File: config.mk
export PLATFORM = sky130hd
export DESIGN_NAME = inbuf_rd_arbiter
export DESIGN_NICKNAME = d
export VERILOG_FILES = /design/src/rtl/inbuf_rd_arbiter_pkg.sv /design/src/rtl/inbuf_rd_tag_pipe.sv /design/src/rtl/inbuf_rd_arbiter.sv
export SDC_FILE = /design/constraint.sdc
export NUM_CORES = 1
export LEC_CHECK = 0
export CORE_MARGIN = 2
export CORE_UTILIZATION = 44
export DETAILED_ROUTE_END_ITERATION = 6
export PLACE_DENSITY = 0.85
export SYNTH_ARGS = -nofsm -noshare
export SYNTH_HDL_FRONTEND = slang
export SYNTH_SLANG_ARGS = --single-unit
File: constraint.sdc
create_clock -name i_clk -period 3.55 [get_ports i_clk]
set_clock_uncertainty 0.05 [all_clocks]
set_input_delay 0.355 -clock i_clk [delete_from_list [all_inputs] [get_ports i_clk]]
set_output_delay 0.355 -clock i_clk [all_outputs]
set_load 0.01 [all_outputs]
File: src/rtl/inbuf_rd_arbiter_pkg.sv
// Shared definitions for the input-buffer read path: frame FSM states,
// return-tag owner encoding and the buffer geometry used by the input buffer.
package inbuf_rd_arbiter_pkg;

    localparam int INBUF_ADDR_W = 17;
    localparam int INBUF_DATA_W = 24;

    typedef enum logic {
        WAIT_FRAME = 1'b0,
        CNN_ACTIVE = 1'b1
    } frame_state_t;

    typedef enum logic {
        OWNER_LCD = 1'b0,
        OWNER_CNN = 1'b1
    } owner_t;

endpackage

File: src/rtl/inbuf_rd_tag_pipe.sv
// Return-tag delay line: carries (valid, owner) of each granted read for
// RD_LAT cycles so the read data can be steered back to its requester.
module inbuf_rd_tag_pipe
    import inbuf_rd_arbiter_pkg::*;
#(
    parameter int RD_LAT = 2
) (
    input  logic   i_clk,
    input  logic   i_rst_n,
    input  logic   i_valid,
    input  owner_t i_owner,
    output logic   o_valid,
    output owner_t o_owner
);

    logic [RD_LAT-1:0] vld_q;
    logic [RD_LAT-1:0] own_q;

    // Shift tags one stage per cycle; reset drops every read in flight.
    always_ff @(posedge i_clk or negedge i_rst_n) begin
        if (!i_rst_n) begin
            vld_q <= '0;
            own_q <= '0;
        end else begin
            vld_q[0] <= i_valid;
            own_q[0] <= i_owner;
            for (int i = 1; i < RD_LAT; i++) begin
                vld_q[i] <= vld_q[i-1];
                own_q[i] <= own_q[i-1];
            end
        end
    end

    assign o_valid = vld_q[RD_LAT-1];
    assign o_owner = owner_t'(own_q[RD_LAT-1]);

endmodule

File: src/rtl/inbuf_rd_arbiter.sv
// Read-port arbiter for the input frame buffer, shared by the LCD refresh
// path and the CNN window reader. LCD has priority, but CNN is guaranteed a
// slot after MAX_LCD_RUN back-to-back LCD grants while it waits.
// Optional build macro INBUF_ARB_STAT_EN adds per-requester grant counters.
//
//  state      | meaning
//  -----------+-----------------------------------------------------------
//  WAIT_FRAME | no frame for the CNN; only LCD reads are served
//  CNN_ACTIVE | frame window open; CNN and LCD reads are arbitrated
module inbuf_rd_arbiter
    import inbuf_rd_arbiter_pkg::*;
#(
    parameter int ADDR_W      = INBUF_ADDR_W,
    parameter int DATA_W      = INBUF_DATA_W,
    parameter int RD_LAT      = 2,
    parameter int MAX_LCD_RUN = 8
) (
    input  logic              i_clk,
    input  logic              i_rst_n,
    input  logic              i_start,
    input  logic              i_cnn_done,
    input  logic              i_lcd_req,
    input  logic [ADDR_W-1:0] i_lcd_addr,
    output logic              o_lcd_gnt,
    output logic              o_lcd_rvalid,
    output logic [DATA_W-1:0] o_lcd_rdata,
    input  logic              i_cnn_req,
    input  logic [ADDR_W-1:0] i_cnn_addr,
    output logic              o_cnn_gnt,
    output logic              o_cnn_rvalid,
    output logic [DATA_W-1:0] o_cnn_rdata,
    output logic              o_rd_en,
    output logic [ADDR_W-1:0] o_rd_addr,
    input  logic [DATA_W-1:0] i_rd_data,
    output logic              o_cnn_busy
`ifdef INBUF_ARB_STAT_EN
    ,
    output logic [31:0]       o_lcd_rd_cnt,
    output logic [31:0]       o_cnn_rd_cnt
`endif
);

    localparam int              RUN_W   = $clog2(MAX_LCD_RUN + 1);
    localparam logic [RUN_W-1:0] RUN_MAX = RUN_W'(MAX_LCD_RUN);

    frame_state_t      state_q;
    logic [RUN_W-1:0]  run_q;
    logic              cnn_elig;
    logic              lcd_win;
    logic              cnn_win;
    logic [ADDR_W-1:0] rd_addr;
    logic              tag_valid;
    owner_t            tag_owner;
    logic [DATA_W-1:0] lcd_rdata_q;
    logic [DATA_W-1:0] cnn_rdata_q;

    // Grant decision; gated by reset so nothing is issued while held in reset.
    always_comb begin
        cnn_elig = (state_q == CNN_ACTIVE) && i_cnn_req;
        lcd_win  = i_rst_n && i_lcd_req && !(cnn_elig && (run_q == RUN_MAX));
        cnn_win  = i_rst_n && cnn_elig && !lcd_win;
        rd_addr  = '0;
        if (lcd_win) begin
            rd_addr = i_lcd_addr;
        end else if (cnn_win) begin
            rd_addr = i_cnn_addr;
        end
    end

    assign o_lcd_gnt = lcd_win;
    assign o_cnn_gnt = cnn_win;
    assign o_rd_en   = lcd_win | cnn_win;
    assign o_rd_addr = rd_addr;

    // Frame FSM plus the LCD run counter that bounds CNN waiting time.
    always_ff @(posedge i_clk or negedge i_rst_n) begin
        if (!i_rst_n) begin
            state_q    <= WAIT_FRAME;
            o_cnn_busy <= 1'b0;
            run_q      <= '0;
        end else begin
            case (state_q)
                WAIT_FRAME: begin
                    if (i_start) begin
                        state_q    <= CNN_ACTIVE;
                        o_cnn_busy <= 1'b1;
                    end
                end
                CNN_ACTIVE: begin
                    // a new frame arriving with done keeps the window open
                    if (i_cnn_done && !i_start) begin
                        state_q    <= WAIT_FRAME;
                        o_cnn_busy <= 1'b0;
                    end
                end
                default: begin
                    state_q    <= WAIT_FRAME;
                    o_cnn_busy <= 1'b0;
                end
            endcase

            if (cnn_win || !cnn_elig) begin
                run_q <= '0;
            end else if (lcd_win && (run_q != RUN_MAX)) begin
                run_q <= run_q + 1'b1;
            end
        end
    end

    inbuf_rd_tag_pipe #(
        .RD_LAT (RD_LAT)
    ) u_tag_pipe (
        .i_clk   (i_clk),
        .i_rst_n (i_rst_n),
        .i_valid (o_rd_en),
        .i_owner (lcd_win ? OWNER_LCD : OWNER_CNN),
        .o_valid (tag_valid),
        .o_owner (tag_owner)
    );

    assign o_lcd_rvalid = tag_valid && (tag_owner == OWNER_LCD);
    assign o_cnn_rvalid = tag_valid && (tag_owner == OWNER_CNN);

    // Remember each owner's last word so its rdata holds between returns.
    always_ff @(posedge i_clk or negedge i_rst_n) begin
        if (!i_rst_n) begin
            lcd_rdata_q <= '0;
            cnn_rdata_q <= '0;
        end else begin
            if (o_lcd_rvalid) begin
                lcd_rdata_q <= i_rd_data;
            end
            if (o_cnn_rvalid) begin
                cnn_rdata_q <= i_rd_data;
            end
        end
    end

    assign o_lcd_rdata = o_lcd_rvalid ? i_rd_data : lcd_rdata_q;
    assign o_cnn_rdata = o_cnn_rvalid ? i_rd_data : cnn_rdata_q;

`ifdef INBUF_ARB_STAT_EN
    // Per-frame grant statistics; a new frame restarts both counts.
    always_ff @(posedge i_clk or negedge i_rst_n) begin
        if (!i_rst_n) begin
            o_lcd_rd_cnt <= '0;
            o_cnn_rd_cnt <= '0;
        end else if (i_start) begin
            o_lcd_rd_cnt <= '0;
            o_cnn_rd_cnt <= '0;
        end else begin
            if (lcd_win) begin
                o_lcd_rd_cnt <= o_lcd_rd_cnt + 32'd1;
            end
            if (cnn_win) begin
                o_cnn_rd_cnt <= o_cnn_rd_cnt + 32'd1;
            end
        end
    end
`endif

endmodule

* Word level (Yosys, flattened, before mapping)
Cells that the tools add are included.
Widths: inputs -> output; s select.
** Word-level totals
- Register bits after elaboration :: 58
- Bits of input ports :: 64
- Output and inout bits :: 71
- Logic and storage cells :: 45
** Operators by class
- $add $sub $neg :: 1
- Eq/ne operators :: 4
- Multiplexer cells :: 13
- Bitwise gates (word level) :: 3
- Reduce and logical (&&, ||, !) cells :: 17
** Operators by type and width (number)
- $mux 24 :: 2
- $mux 17 :: 2
- $logic_and 1x1->1 :: 10
- $mux 4 :: 2
- $mux 1 :: 5
- $add 4x1->4 const B :: 1
- $eq 4x4->1 const B :: 1
- $logic_not 1->1 :: 4
- $ne 4x4->1 const B :: 1
- $pmux 1 s2 :: 2
- $ne 2x1->1 const B :: 1
- $ne 2x2->1 const B :: 1
- $not 1->1 :: 2
- $reduce_and 2->1 :: 1
- $reduce_bool 2->1 :: 1
- $logic_or 1x1->1 :: 1
- $or 1x1->1 :: 1

* Longest topological paths before layout
- Depth in word-level cells :: 8
- Mapped depth :: 7

* Cells and area by module
From an unflattened synthesis, not the netlist that was laid out.
** Second synthesis, totals
- Cell total of the unflattened synthesis :: 213
- Area total of the unflattened synthesis :: 2655.0 um^2
** Modules (own cells, without submodules)
- inbuf_rd_arbiter :: instances 1, cells each 209, area an instance 2555.0 um^2, sequential area each 1351.3 um^2
- inbuf_rd_tag_pipe :: instances 1, cells each 4, area an instance 100.1 um^2, sequential area each 100.1 um^2

* Worst setup path after synthesis
Ideal clock, no wire load.
- Path type :: flip-flop to output port
- From :: register run_q[0]
- To :: output o_rd_addr[10]
- Arrival time :: 1.346 ns
- Data required time :: 3.145 ns
- Slack :: 1.799 ns
- Stages on the path, launching flop included :: 8
- Path buffers :: 2
- Path through :: dfrtp_1 inv_1 ha_1 and3b_1 buf_6 buf_6 a21oi_1 o21a_1
** On the way
- Longest elaborated chain between the ends :: 8
** Ends and longest elaborated chain
- start: declaration :: line inbuf_rd_arbiter.sv:47 : logic [RUN_W-1:0] run_q;
- start signal: assignment :: line inbuf_rd_arbiter.sv:105 : run_q <= run_q + 1'b1;
- $eq 4x4->1 (*) :: line inbuf_rd_arbiter.sv:60 : lcd_win = i_rst_n && i_lcd_req && !(cnn_elig && (run_q == RUN_MAX));
- $logic_and 1x1->1 (*) :: line inbuf_rd_arbiter.sv:60
- $logic_not 1->1 (*) :: line inbuf_rd_arbiter.sv:60
- $logic_and 1x1->1 (*) :: line inbuf_rd_arbiter.sv:60
- $logic_not 1->1 :: line inbuf_rd_arbiter.sv:61 : cnn_win = i_rst_n && cnn_elig && !lcd_win;
- $logic_and 1x1->1 :: line inbuf_rd_arbiter.sv:61
- $mux 17 :: line inbuf_rd_arbiter.sv:65 : end else if (cnn_win) begin
- $mux 17 (*) :: line inbuf_rd_arbiter.sv:63 : if (lcd_win) begin
- end: declaration :: line inbuf_rd_arbiter.sv:33 : output logic [ADDR_W-1:0] o_rd_addr,
Mark *: on every way between the ends. The rest lies on a longest branch, timed or not.

* Final worst setup path
- From :: register run_q[0]
- To :: output o_rd_addr[2]
Same word-level chain as after synthesis.

==> metrics <==
Die Y 83.7 um; fraction of layout cells with a size suffix above 1 18.8%; remaining design rule violation count 0; CTS root buffer sky130_fd_sc_hd__clkbuf_8; worst stage delay on the critical path 570 ps; initial antenna violation count 0; number of buffers and inverters on the critical path 2; final weighted congestion of routability-driven global placement 0.759; TNS Setup 0 ps; overall fraction of global-route tracks in use 22.1%; list of cells traversed by the critical path inv_1 > ha_1 > nand3b_1 > a21oi_1 > o21a_1 > clkdlybuf4s50_1; hold crit path type reg -> reg; final HPWL from detailed placement 5410 um; htree depth 3; effective utilization at floorplan 44.8%; clk slew on worst S/H paths 60 ps; Crit Path Category reg -> out; via total after detailed routing 2433; wire length after detailed routing 7430 um; fin cells 465; actual transition at the worst max-transition pin 821 ps; RSZ-0062 raised after global routing no; number of placed instances, taps included 448; vias in the first global route 2420; final slew viol count 0; total of buffers placed on input and output ports 134; average vias per placed instance 5.23; static leakage power 1.78 nW; number of synthesized register bits 58; number of nets with antenna violations after routing 0; CORE AREA 6240 um2; Layout Area Growth over Synthesis 55.9%; Total Die Area 7000 um2; worst vdd ir 397 uV; violation count after the first detailed-route iteration 55; Hold Violations, Final 0; number of top-level pins 135; CTS resizes 0; net total in the final layout 449; commonest register cell after synthesis sky130_fd_sc_hd__dfrtp_1; result of the run finished clean; FFs w/ async S/R, synth 100%; Post-synth EDFFs 0; data arrival time of the critical path 2700 ps; worst rel slew slack 45.1%; global-route wire length before repair 12200 um; maximum net fanout on the critical path 21; highest clock frequency the design can meet 323 MHz; category of the worst setup path capture point output port; die span in x 83.7 um; clock buffer depth 2; worst hold slack after final layout 297 ps; overflow left after global routing 0; Netlist cell types 28; # Max-Cap Violations 0; total of endpoints with negative setup slack in the final report 0; post-route clock period utilization 87.3%; pwr dens 466 nW/um2; post-CTS setup buffer count 0; wire per inst 16.0 um; cells after synthesis 253; warning count from the yosys run 0; CP max stage cell sky130_fd_sc_hd__nand3b_1; post-synthesis cell area 2790 um2; pin count of the biggest net entering global routing 42; number of clock buffers inserted by TritonCTS 9; clock insertion delay at the later pin of the skew report 330 ps; sequential share of the synthesized area 51.9%; cell row count 29; mean post-synth cell area 11.0 um2; time the worst path needs with I/O delays and setup 3100 ps; total number of clock tree sinks 58; antenna diode instance count 0; Top delay family on crit path buffers and inverters; Synthesized Nets 319; CP Launch Type flop; CTS tree yes; worst path required time 3140 ps; number of optimization iterations in the first detailed-route pass 4
cell usage in the layout, fill, tap and decap left out, drive strengths merged:
cell type      count
clkdlybuf4s50    133
dfrtp             58
mux2              48
a21oi             38
nand2             22
o21a              19
nand3             18
clkbuf            11
buf                8
inv                7
nand4              3
nand2b             3
a21o               2
ha                 2
clkinvlp           2
clkinv             2
nor2b              1
and2               1
and3b              1
nand3b             1
a2111oi            1
o22ai              1
o21ai              1
nor2               1
or3                1
a31oi              1
bufinv             1
dlygate4sd3        1
cell families after synthesis:
kind of cell / Yosys count / synth area share (%)
compound gates: 63 / 13.5
fa+ha+maj: 2 / 0.896
buf+inv: 30 / 5.37
flops: 58 / 51.9
mux: 48 / 19.3
simple gates: 52 / 8.91
flip-flops by register name, indices dropped and copies added (netlist names):
register          cells
cnn_rdata_q          24
lcd_rdata_q          24
run_q                 4
u_tag_pipe.own_q      2
u_tag_pipe.vld_q      2
o_cnn_busy            1
state_q               1
final timing paths:
path	from	to	slack, ps	depth (start not counted)
min reg2reg	u_tag_pipe.own_q[0]	u_tag_pipe.own_q[1]	300	0
max reg2reg	run_q[0]	run_q[3]	1680	5
min in group asynchronous	i_rst_n	lcd_rdata_q[15]	450	2
max	run_q[0]	o_rd_addr[2]	450	6
min	u_tag_pipe.own_q[0]	u_tag_pipe.own_q[1]	300	0
max in group asynchronous	i_rst_n	u_tag_pipe.own_q[0]	2240	3
synthesized netlist by cell type, drive strengths merged (3+ instances only):
master  instances  share of area, %
a21oi          38               6.9
nand2          22               3.0
o21a           19               5.1
dfrtp          58                52
buf            15               3.3
nand2b          3              0.67
inv             7              0.94
nand3          18               3.2
clkbuf          8               1.1
mux2           48                19
nand4           3              0.67
stage by stage:
step	cell area [um2]	utilization [%]	power (W)	worst slack (ps)
after floorplan	2790	-	0.00108	1800
after global placement	4160	66.7	0.00145	856
after detailed placement	4160	66.7	0.00147	819
after CTS	4360	69.8	0.00205	443
after global routing	4360	69.8	0.00213	264
final	4360	69.8	0.00203	449
layer usage:
layer,share of wire [%],GRT usage (%),up-vias
met1,42,27.0,1169
li1,-,-,1146
met4,1.2,6.60,0
met3,7.3,7.12,8
met5,0,0,-
met2,50,37.2,110
final cells by class:
class	count	area (um2)
fillers	458	1880
inverters	7	26.3
repair buffers	142	1400
flip-flops and latches	58	1450
clock inverters	5	55.1
multi-input cells	165	1190
well taps	77	96.3
clock buffers	11	131
report_power, final:
part	internal, W	leakage (nW)	switching (W)
clock network	0.000322	0.0893	0.000254
registers	0.000777	0.690	0.0000287
logic	0.000388	0.999	0.000260
repair_timing:
action | in CTS | in global routing
hold buffers | 1 | 0
endpoints found under the hold margin | 16 | 0
endpoints found under the setup margin | 0 | 0
(Power assumes the default switching activity.)
